==> config.mk <==
export PLATFORM = sky130hd
export DESIGN_NAME = fan_collector
export DESIGN_NICKNAME = d
export VERILOG_FILES = /design/src/rtl/fan_pkg.sv /design/src/rtl/fan_lsb_enc.sv /design/src/rtl/fan_collector.sv
export SDC_FILE = /design/constraint.sdc
export NUM_CORES = 1
export LEC_CHECK = 0
export ABC_AREA = 1
export BUFFER_PORTS_ARGS = -buffer_cell sky130_fd_sc_hd__clkbuf_2
export CELL_PAD_IN_SITES_DETAIL_PLACEMENT = 1
export CELL_PAD_IN_SITES_GLOBAL_PLACEMENT = 2
export CORE_MARGIN = 4
export CORE_UTILIZATION = 34
export CTS_CLUSTER_DIAMETER = 50
export CTS_CLUSTER_SIZE = 30
export DETAILED_ROUTE_END_ITERATION = 10
export PLACE_DENSITY = 0.83
export SYNTH_ARGS = -nofsm -noshare
export SYNTH_HDL_FRONTEND = slang
export SYNTH_SLANG_ARGS = --single-unit
export TNS_END_PERCENT = 1
==> constraint.sdc <==
create_clock -name clk -period 39.6 [get_ports clk]
set_input_delay 1.98 -clock clk [delete_from_list [all_inputs] [get_ports clk]]
set_output_delay 1.98 -clock clk [all_outputs]
set_load 0.02 [all_outputs]
==> src/rtl/fan_pkg.sv <==
// Shared constants and the collector FSM state type for the fan_tree output path.
package fan_pkg;

  // Leaf count of the reduction tree and the output-slot geometry derived from it.
  localparam int N        = 32;
  localparam int N_ADDERS = N - 1;
  localparam int N_SLOTS  = 2 * N_ADDERS;
  localparam int IDX_W    = $clog2(N_SLOTS);

  // The collector is either waiting for a vector or emitting its masked words.
  typedef enum logic {
    IDLE  = 1'b0,
    DRAIN = 1'b1
  } state_e;

endpackage : fan_pkg

==> src/rtl/fan_lsb_enc.sv <==
// Lowest-set-bit encoder: returns the index of the least significant 1 in
// mask_i and whether any bit is set. Purely combinational so it can sit in
// front of a mask register without adding latency.
module fan_lsb_enc
  import fan_pkg::*;
#(
  parameter int W  = N_SLOTS,
  parameter int IW = IDX_W
) (
  input  logic [W-1:0]  mask_i,
  output logic [IW-1:0] idx_o,
  output logic          any_o
);

  // Scan from the top down so the last hit written is the lowest set bit.
  always_comb begin
    idx_o = '0;
    any_o = |mask_i;
    for (int i = W - 1; i >= 0; i--) begin
      if (mask_i[i]) begin
        idx_o = IW'(i);
      end
    end
  end

endmodule : fan_lsb_enc

==> src/rtl/fan_collector.sv <==
// Serialises the valid slots of one fan_tree output vector into a stream of
// single-word beats, lowest slot first. A new vector may be accepted on the
// handshake of the previous vector's last beat, so back-to-back vectors
// stream without an idle cycle.
module fan_collector
  import fan_pkg::state_e;
  import fan_pkg::IDLE;
  import fan_pkg::DRAIN;
#(
  parameter int DW_DATA = 8,
  parameter int N       = fan_pkg::N,
  localparam int N_ADDERS = N - 1,
  localparam int N_SLOTS  = 2 * N_ADDERS,
  localparam int IDX_W    = $clog2(N_SLOTS)
) (
  input  logic                       clk,
  input  logic                       rst,
  input  logic                       in_valid,
  output logic                       in_ready,
  input  logic [N_SLOTS-1:0]         in_mask,
  input  logic [DW_DATA*N_SLOTS-1:0] in_data,
  output logic                       o_valid,
  input  logic                       o_ready,
  output logic [DW_DATA-1:0]         o_data,
  output logic [IDX_W-1:0]           o_idx,
  output logic                       o_last,
  output logic                       busy
);

  localparam logic [N_SLOTS-1:0] MASK_ONE = {{(N_SLOTS - 1){1'b0}}, 1'b1};

  state_e                     state_q, state_d;
  logic [N_SLOTS-1:0]         mask_q, mask_d;
  logic [DW_DATA*N_SLOTS-1:0] data_q, data_d;

  logic [IDX_W-1:0] lsb_idx;
  logic             lsb_any;
  logic             draining;
  logic             one_left;
  logic             accept;

  // Pick the next slot to present from what remains of the registered mask.
  fan_lsb_enc #(
    .W  (N_SLOTS),
    .IW (IDX_W)
  ) u_lsb_enc (
    .mask_i (mask_q),
    .idx_o  (lsb_idx),
    .any_o  (lsb_any)
  );

  assign draining = (state_q == DRAIN);

  // Clearing the lowest set bit leaves zero only when a single bit remains.
  assign one_left = lsb_any && ((mask_q & (mask_q - MASK_ONE)) == '0);

  // Reset holds in_ready low so nothing is accepted while the state is forced.
  assign in_ready = !rst && (!draining || (o_ready && one_left));
  assign accept   = in_valid && in_ready;

  // Outputs are gated by state so an idle collector presents all zeros.
  assign o_valid = draining;
  assign busy    = draining;
  assign o_last  = draining && one_left;
  assign o_idx   = draining ? lsb_idx : '0;
  assign o_data  = draining ? data_q[DW_DATA*lsb_idx +: DW_DATA] : '0;

  // Next-state logic: load on acceptance, retire one slot per handshake.
  always_comb begin
    state_d = state_q;
    mask_d  = mask_q;
    data_d  = data_q;
    case (state_q)
      IDLE: begin
        // An all-zero mask is consumed here without ever leaving IDLE.
        if (accept && (|in_mask)) begin
          state_d = DRAIN;
          mask_d  = in_mask;
          data_d  = in_data;
        end
      end
      DRAIN: begin
        if (o_ready) begin
          if (one_left) begin
            if (accept) begin
              // Overlap the final beat with loading the next vector.
              mask_d  = in_mask;
              state_d = (|in_mask) ? DRAIN : IDLE;
              if (|in_mask) begin
                data_d = in_data;
              end
            end else begin
              mask_d  = '0;
              state_d = IDLE;
            end
          end else begin
            mask_d = mask_q & (mask_q - MASK_ONE);
          end
        end
      end
      default: begin
        state_d = IDLE;
        mask_d  = '0;
      end
    endcase
  end

  // State, mask and data registers with asynchronous clear.
  always_ff @(posedge clk or posedge rst) begin
    if (rst) begin
      state_q <= IDLE;
      mask_q  <= '0;
      data_q  <= '0;
    end else begin
      state_q <= state_d;
      mask_q  <= mask_d;
      data_q  <= data_d;
    end
  end

endmodule : fan_collector

==> results of run 1 <==
==> synth_stat cells (all sizes together) <==
master   count
inv        291
nand2     1796
a21oi       69
nand3      501
nand3b      32
a31o         1
or4          1
a31oi        5
dfrtp      559
o211ai       3
a32oi        5
buf        187
o41ai        3
nor4        24
nor3        11
a22oi       10
a2111oi      2
clkinv       3
o31ai        3
or2          1
o21ai      255
o2111ai      3
nand4       14
clkbuf      63
a221oi      18
nor4b        1
nor2       159
==> stage by stage <==
step | instance area, um^2 | cells
2_1_floorplan | 30200 | 4020
3_3_place_gp | 33000 | 5554
3_5_place_dp | 33000 | 5554
4_1_cts | 35600 | 5693
5_1_grt | 35600 | 5696
6_report | 35600 | 5697
==> where the power goes <==
part | internal, mW | switching [mW]
clock network | 0.408 | 0.288
logic | 0.0643 | 0.170
registers | 0.576 | 0.00524
==> area by class of cell <==
type                            count  area (um^2)
Antenna cell                        4         10.0
Multi-Input combinational cell   2917        13300
Clock buffer                       96         2130
Timing Repair Buffer              619         3200
Tap cell                         1165         1460
Clock inverter                     43          404
Inverter                          294         1130
Sequential cell                   559        14000
Fill cell                       11100        52800
==> worst max path at each step <==
stage / start / endpoint / cells past startpoint
2_1_floorplan: rst / busy / 1
3_3_place_gp: mask_q[61] / o_data[0] / 72
3_5_place_dp: mask_q[61] / o_data[0] / 72
4_1_cts: mask_q[61] / o_data[0] / 72
5_1_grt: mask_q[61] / o_data[0] / 72
6_report: mask_q[61] / o_data[0] / 72
==> critical path: cells and delay by family, from the launching register on <==
kind	cells	cell delay [ps]
buffers and inverters	2	1150
AND/OR/NAND/NOR	70	5470
flip-flops	1	410
==> sequential cells by signal (all words and copies together), names as in the netlist <==
register  flops
busy          1
data_q      496
mask_q       62
==> cells by family after synthesis <==
group,count (synthesis),share of synthesized area
flops,559,0.463
buf+inv,544,0.101
simple gates,2540,0.352
compound gates,377,0.0843
==> layer usage <==
layer,wire [um],part of all wire
met1,56500,0.46
met2,56300,0.45
met3,7130,0.058
met4,3740,0.030
met5,91,0.00073
==> run_results.csv, run 1 <==
group,metric,value,unit
cts,clockBufferDepth,3,
sta,hold_ws,473,ps
synthesis,yosys_register_bits,559,
cts,cts_tree,"built",
cells_and_area,syn_to_final_growth,17.7,%
setup_path,critPathMaxStageDelay,950,ps
global_route,grt_pass1_vias,30100,
setup_path,worst_path_most_repeated_cell,"nand2_1",
floorplan,dieArea,93800,um^2
cells_and_area,utilization,0.403,
setup_path,path_class,"reg2out",
global_route,antenna_found_initial,10,
flow_run,drv_cap,0,
placed_design,dpl.hpwl,88000,um
routing,drc_errors,0,
synthesis,synth_area_leaders,"dfrtp_1 (46%), nand2_1 (21%), nand3_1 (8.2%), o21ai_2 (3.6%), inv_1 (3.5%)",
routing,antenna_left,0,
cells_and_area,most-common-layout-cells,"nand2_1 (1731), clkbuf_2 (579), dfrtp_1 (558)",
sta,tightestPinTransition,1110,ps
worst_hold_path,holdPathEnd,"data_q[141]",
sta,rsz0062_at_grt,"no",
sta,finalMaxSlewViolations,0,
synthesis,syn_nets,4582,
routing,vias,28600,
floorplan,num_rows,109,
synthesis,netlist_instances,4020,
setup_path,end_kind,"primary output",
routing,routedWlPerCell,21.7,um
cts,post_cts_buffers,0,
power_and_ir_drop,p_leak,18.5,nW
sta,hold_violations,0,
synthesis,netlist_area,30200,um^2
routing,drt-pass1-iter-count,5,
cts,cts_root_buffer,"clkbuf_16",
setup_path,crit_required,37620,ps
floorplan,pin_count,580,
setup_path,reg2reg_slack,31590,ps
placed_design,gp_congestion,0.851,
routing,via_per_inst,5.02,
synthesis,ys_types,45,
synthesis,seq_area_frac_synth,0.463,
floorplan,die_x,306,um
global_route,grt_pass1_wl,187000,um
global_route,use_met2,0.410,
sta,setup_ws,29820,ps
setup_path,cp.arrival,7800,ps
global_route,grt-busiest-layer,"met2",
power_and_ir_drop,power_density,42.5,nW/um^2
cts,cts-resized-gates,0,
sta,skew,30.5,ps
cts,clkSlewWorstSetupHoldPaths,50,ps
cts,cts_made_buffers,79,
setup_path,path_max_fanout,105,
setup_path,r2r-start,"mask_q[0]",
floorplan,core_area,88400,um^2
synthesis,yosysWarnings,0,
sta,setup_violations,0,
cts,h-tree-depth,3,
power_and_ir_drop,fin_total_pwr,1.51,mW
global_route,grt_max_degree,130,
synthesis,yosysTopAreaCell,"dfrtp_1",
cts,clk_latency,640,ps
sta,slew_headroom,0.257,
setup_path,reg2regPathDepth,31,
setup_path,crit_path_top_delay_cell,"buf_4",
worst_hold_path,whs_path_depth,2,
worst_hold_path,min_path_type,"reg2reg",
routing,dr.first_iter.drc_count,2105,
setup_path,startpoint_type,"flip-flop",
cells_and_area,drive_gt1_frac,0.216,
placed_design,portBuffers,579,
floorplan,start_util,0.342,
sta,layout_min_cycle_time,9780,ps
synthesis,synth_top_area_share,0.463,
placed_design,dp_slack,30430,ps
worst_hold_path,hold_start,"data_q[141]",
sta,finalSetupTns,0,ps
outcome,status,"finished, final reports clean",
global_route,grt-ovfl-total,0,
global_route,grtUsageTotal,0.259,
cells_and_area,final_common_cell,"nand2_1",
cts,ctsHoldBuffers,0,
cts,cts.sinks,559,
synthesis,syn_avg_cell_area,7.52,um^2
global_route,grt_use_met1,0.364,
setup_path,rr_endpoint,"data_q[38]",
power_and_ir_drop,ir_worst_vdd,0.0309,mV
cells_and_area,nNetsFinal,5032,
global_route,gr-usage-met3,0.0456,
floorplan,die_h,306,um
sta,fmax,102,MHz
routing,drt_wl_total,124000,um
sta,post-route-period-util,0.247,
Note: power is estimated with default switching activity, not from simulation.
==> run 2: changes to the inputs <==
- ABC_AREA: 1 -> 0
- PLACE_DENSITY: 0.83 -> 0.75
- clock period: 39.6 -> 8.86 ns (I/O delays scaled with it)
==> run_results.csv, run 2 <==
group,metric,value,unit
synthesis,ys_types,79,
setup_path,end_kind,"flip-flop",
synthesis,seq_area_frac_synth,0.473,
synthesis,synth_most_common_cell,"dfrtp_1",
cells_and_area,syn_to_final_growth,33.6,%
global_route,grt_pass1_wl,184000,um
cells_and_area,final_common_cell,"clkbuf_2",
synthesis,synth_xor_area_frac,0,
cells_and_area,most-common-layout-cells,"clkbuf_2 (579), dfrtp_1 (559), mux2_4 (440)",
floorplan,pin_count,580,
power_and_ir_drop,comb_power_share,0.365,
power_and_ir_drop,power_density,280,nW/um^2
cts,clkSlewWorstSetupHoldPaths,60,ps
synthesis,synth_compound_area_frac,0.109,
power_and_ir_drop,p_int,6.86,mW
floorplan,num_rows,107,
cts,cts.sinks,559,
global_route,antenna_found_initial,37,
power_and_ir_drop,clockPowerShare,0.336,
setup_path,worst_path_most_repeated_cell,"buf_4",
setup_path,path_max_fanout,61,
setup_path,path_class,"reg2reg",
power_and_ir_drop,ir_worst_vdd,0.174,mV
synthesis,synthArstFlopShare,1.00,
cts,cts_root_buffer,"clkbuf_16",
setup_path,startpoint_type,"flip-flop",
placed_design,gp_congestion,0.882,
floorplan,start_util,0.345,
synthesis,netlist_instances,2293,
synthesis,yosys_register_bits,559,
floorplan,die_h,303,um
routing,via_per_inst,5.49,
placed_design,numPlacedInstances,3886,
synthesis,synth_edf_count,0,
cells_and_area,top_register,"data_q",
sta,finalSetupTns,0,ps
power_and_ir_drop,seqPwrFrac,0.299,
synthesis,netlist_area,29600,um^2
sta,hold_violations,0,
routing,drt-pass1-iter-count,5,
floorplan,die_x,303,um
routing,highest_layer,"met5",
sta,setup_ws,2420,ps
flow_run,drv_cap,0,
setup_path,critPathBufInv,2,
routing,wl_met2,62800,um
cells_and_area,instances_no_fill,4368,
setup_path,crit_path_top_delay_cell,"or4_1",
sta,hold_ws,25.5,ps
routing,antenna_left,0,
cts,clockBufferDepth,3,
placed_design,dp_slack,2490,ps
setup_path,reg2reg_slack,2420,ps
routing,drc_errors,0,
worst_hold_path,min_path_type,"in2reg",
synthesis,synth_top_family_by_area,"multiplexers",
synthesis,synth_top_cells_by_count,"dfrtp_1 (559), mux2_4 (440), nand2_1 (142)",
routing,m1WireLength,51900,um
synthesis,yosys.area_share.simple,0.0842,
floorplan,dieArea,91800,um^2
routing,drt_wl_total,126000,um
setup_path,worstPathCellList,"or4_1 -> nor4_4 -> buf_4 -> nand4_4 -> mux2_1 -> a2bb2oi_1 -> a2111oi_2 -> nand4_2 -> o21a_1 -> nand2b_4 -> buf_4 -> mux2_4",
cts,clk_latency,670,ps
synthesis,synthMuxAreaShare,0.294,
placed_design,dpl.hpwl,86600,um
setup_path,critPathMaxStageDelay,730,ps
outcome,status,"finished, final reports clean",
routing,vias,24000,
global_route,grt_pass1_vias,26700,
routing,met3WireLength,7990,um
sta,skew,44.9,ps
cts,h-tree-depth,3,
global_route,grt_max_degree,183,
synthesis,yosysWarnings,0,
setup_path,crit_required,9400,ps
synthesis,synth_top_area_share,0.473,
sta,layout_min_cycle_time,6440,ps
setup_path,crit_family,"simple AND/OR/NAND/NOR gates",
global_route,grt-ovfl-total,0,
cells_and_area,drive_gt1_frac,0.428,
synthesis,synth_area_leaders,"dfrtp_1 (47%), mux2_4 (22%), mux4_2 (2.8%), mux2_2 (2.4%), buf_6 (1.9%)",
sta,slew_headroom,0.206,
cts,post_cts_buffers,0,
sta,fmax,155,MHz
floorplan,core_area,85700,um^2
synthesis,syn_avg_cell_area,12.9,um^2
placed_design,portBuffers,579,
synthesis,syn_nets,2855,
cells_and_area,nNetsFinal,3686,
sta,setup_violations,0,
routing,dr.first_iter.drc_count,1757,
synthesis,synth_adder_area_share,0.00102,
global_route,grtUsageTotal,0.271,
routing,routedWlPerCell,28.9,um
power_and_ir_drop,p_leak,19.6,nW
synthesis,synth_flop_cell,"dfrtp_1",
synthesis,yosysTopAreaCell,"dfrtp_1",
cells_and_area,largest_reg_flops,496,
cts,cts_tree,"built",
power_and_ir_drop,switching_power,4.18,mW
sta,rsz0062_at_grt,"no",
sta,post-route-period-util,0.727,
setup_path,cp.arrival,6990,ps
sta,finalMaxSlewViolations,0,
cells_and_area,utilization,0.461,
cts,cts_made_buffers,87,
sta,tightestPinTransition,1180,ps
power_and_ir_drop,sw_frac_of_total,0.378,
[run 2: path summary, 6_finish.rpt]
check	startpoint	endpoint	depth (start not counted)
setup / recovery	mask_q[0]	data_q[430]	12
hold / removal	in_data[457]	data_q[457]	2
setup reg to reg	mask_q[0]	data_q[430]	12
hold reg to reg	data_q[399]	data_q[399]	1
max in group asynchronous	rst	data_q[292]	6
min in group asynchronous	rst	data_q[51]	3
[run 2: per-stage QoR]
stage | area (um^2) | power [mW]
final | 39500 | 11.0
after global routing | 39500 | 11.5
after CTS | 39400 | 11.1
after detailed placement | 33400 | 7.22
after global placement | 33400 | 7.15
after floorplan | 29600 | 5.54
[run 2: cell families (layout without fill, tap and decap cells)]
logic type	Yosys count	after routing
other	0	27
DFF	559	559
and+or+nand+nor	484	484
AOI/OAI and AO/OA	457	457
adders and majority gates	3	3
muxes	595	595
buffers and inverters	195	1099
[run 2: power by group through the flow]
| stage | clock network [mW] | registers (mW) | logic, mW |
|---|---|---|---|
| global placement | 0 | 3.28 | 3.87 |
| finish | 3.71 | 3.30 | 4.03 |
| global route | 3.90 | 3.34 | 4.25 |
| detailed placement | 0 | 3.31 | 3.91 |
| CTS | 3.76 | 3.28 | 4.04 |
| floorplan | 0 | 3.20 | 2.35 |
[run 2: per-layer routing]
metal / vias up / track usage
met5: - / 0
met4: 14 / 0.0868
met3: 191 / 0.0559
met2: 866 / 0.464
met1: 12500 / 0.344
li1: 10400 / -
[run 2: what timing repair did]
item,4_1_cts,5_1_grt
gates resized for setup,0,0
hold endpoints to repair,292,1
hold buffers,292,1
[run 2: area by class of cell]
class,instances,area [um^2]
flip-flops and latches,559,14000
well taps,1144,1430
multi-input cells,1539,14600
inverters,24,93.8
diodes,27,67.6
repair buffers,913,6230
fillers,8986,46200
clock buffers,97,2300
clock inverters,65,818
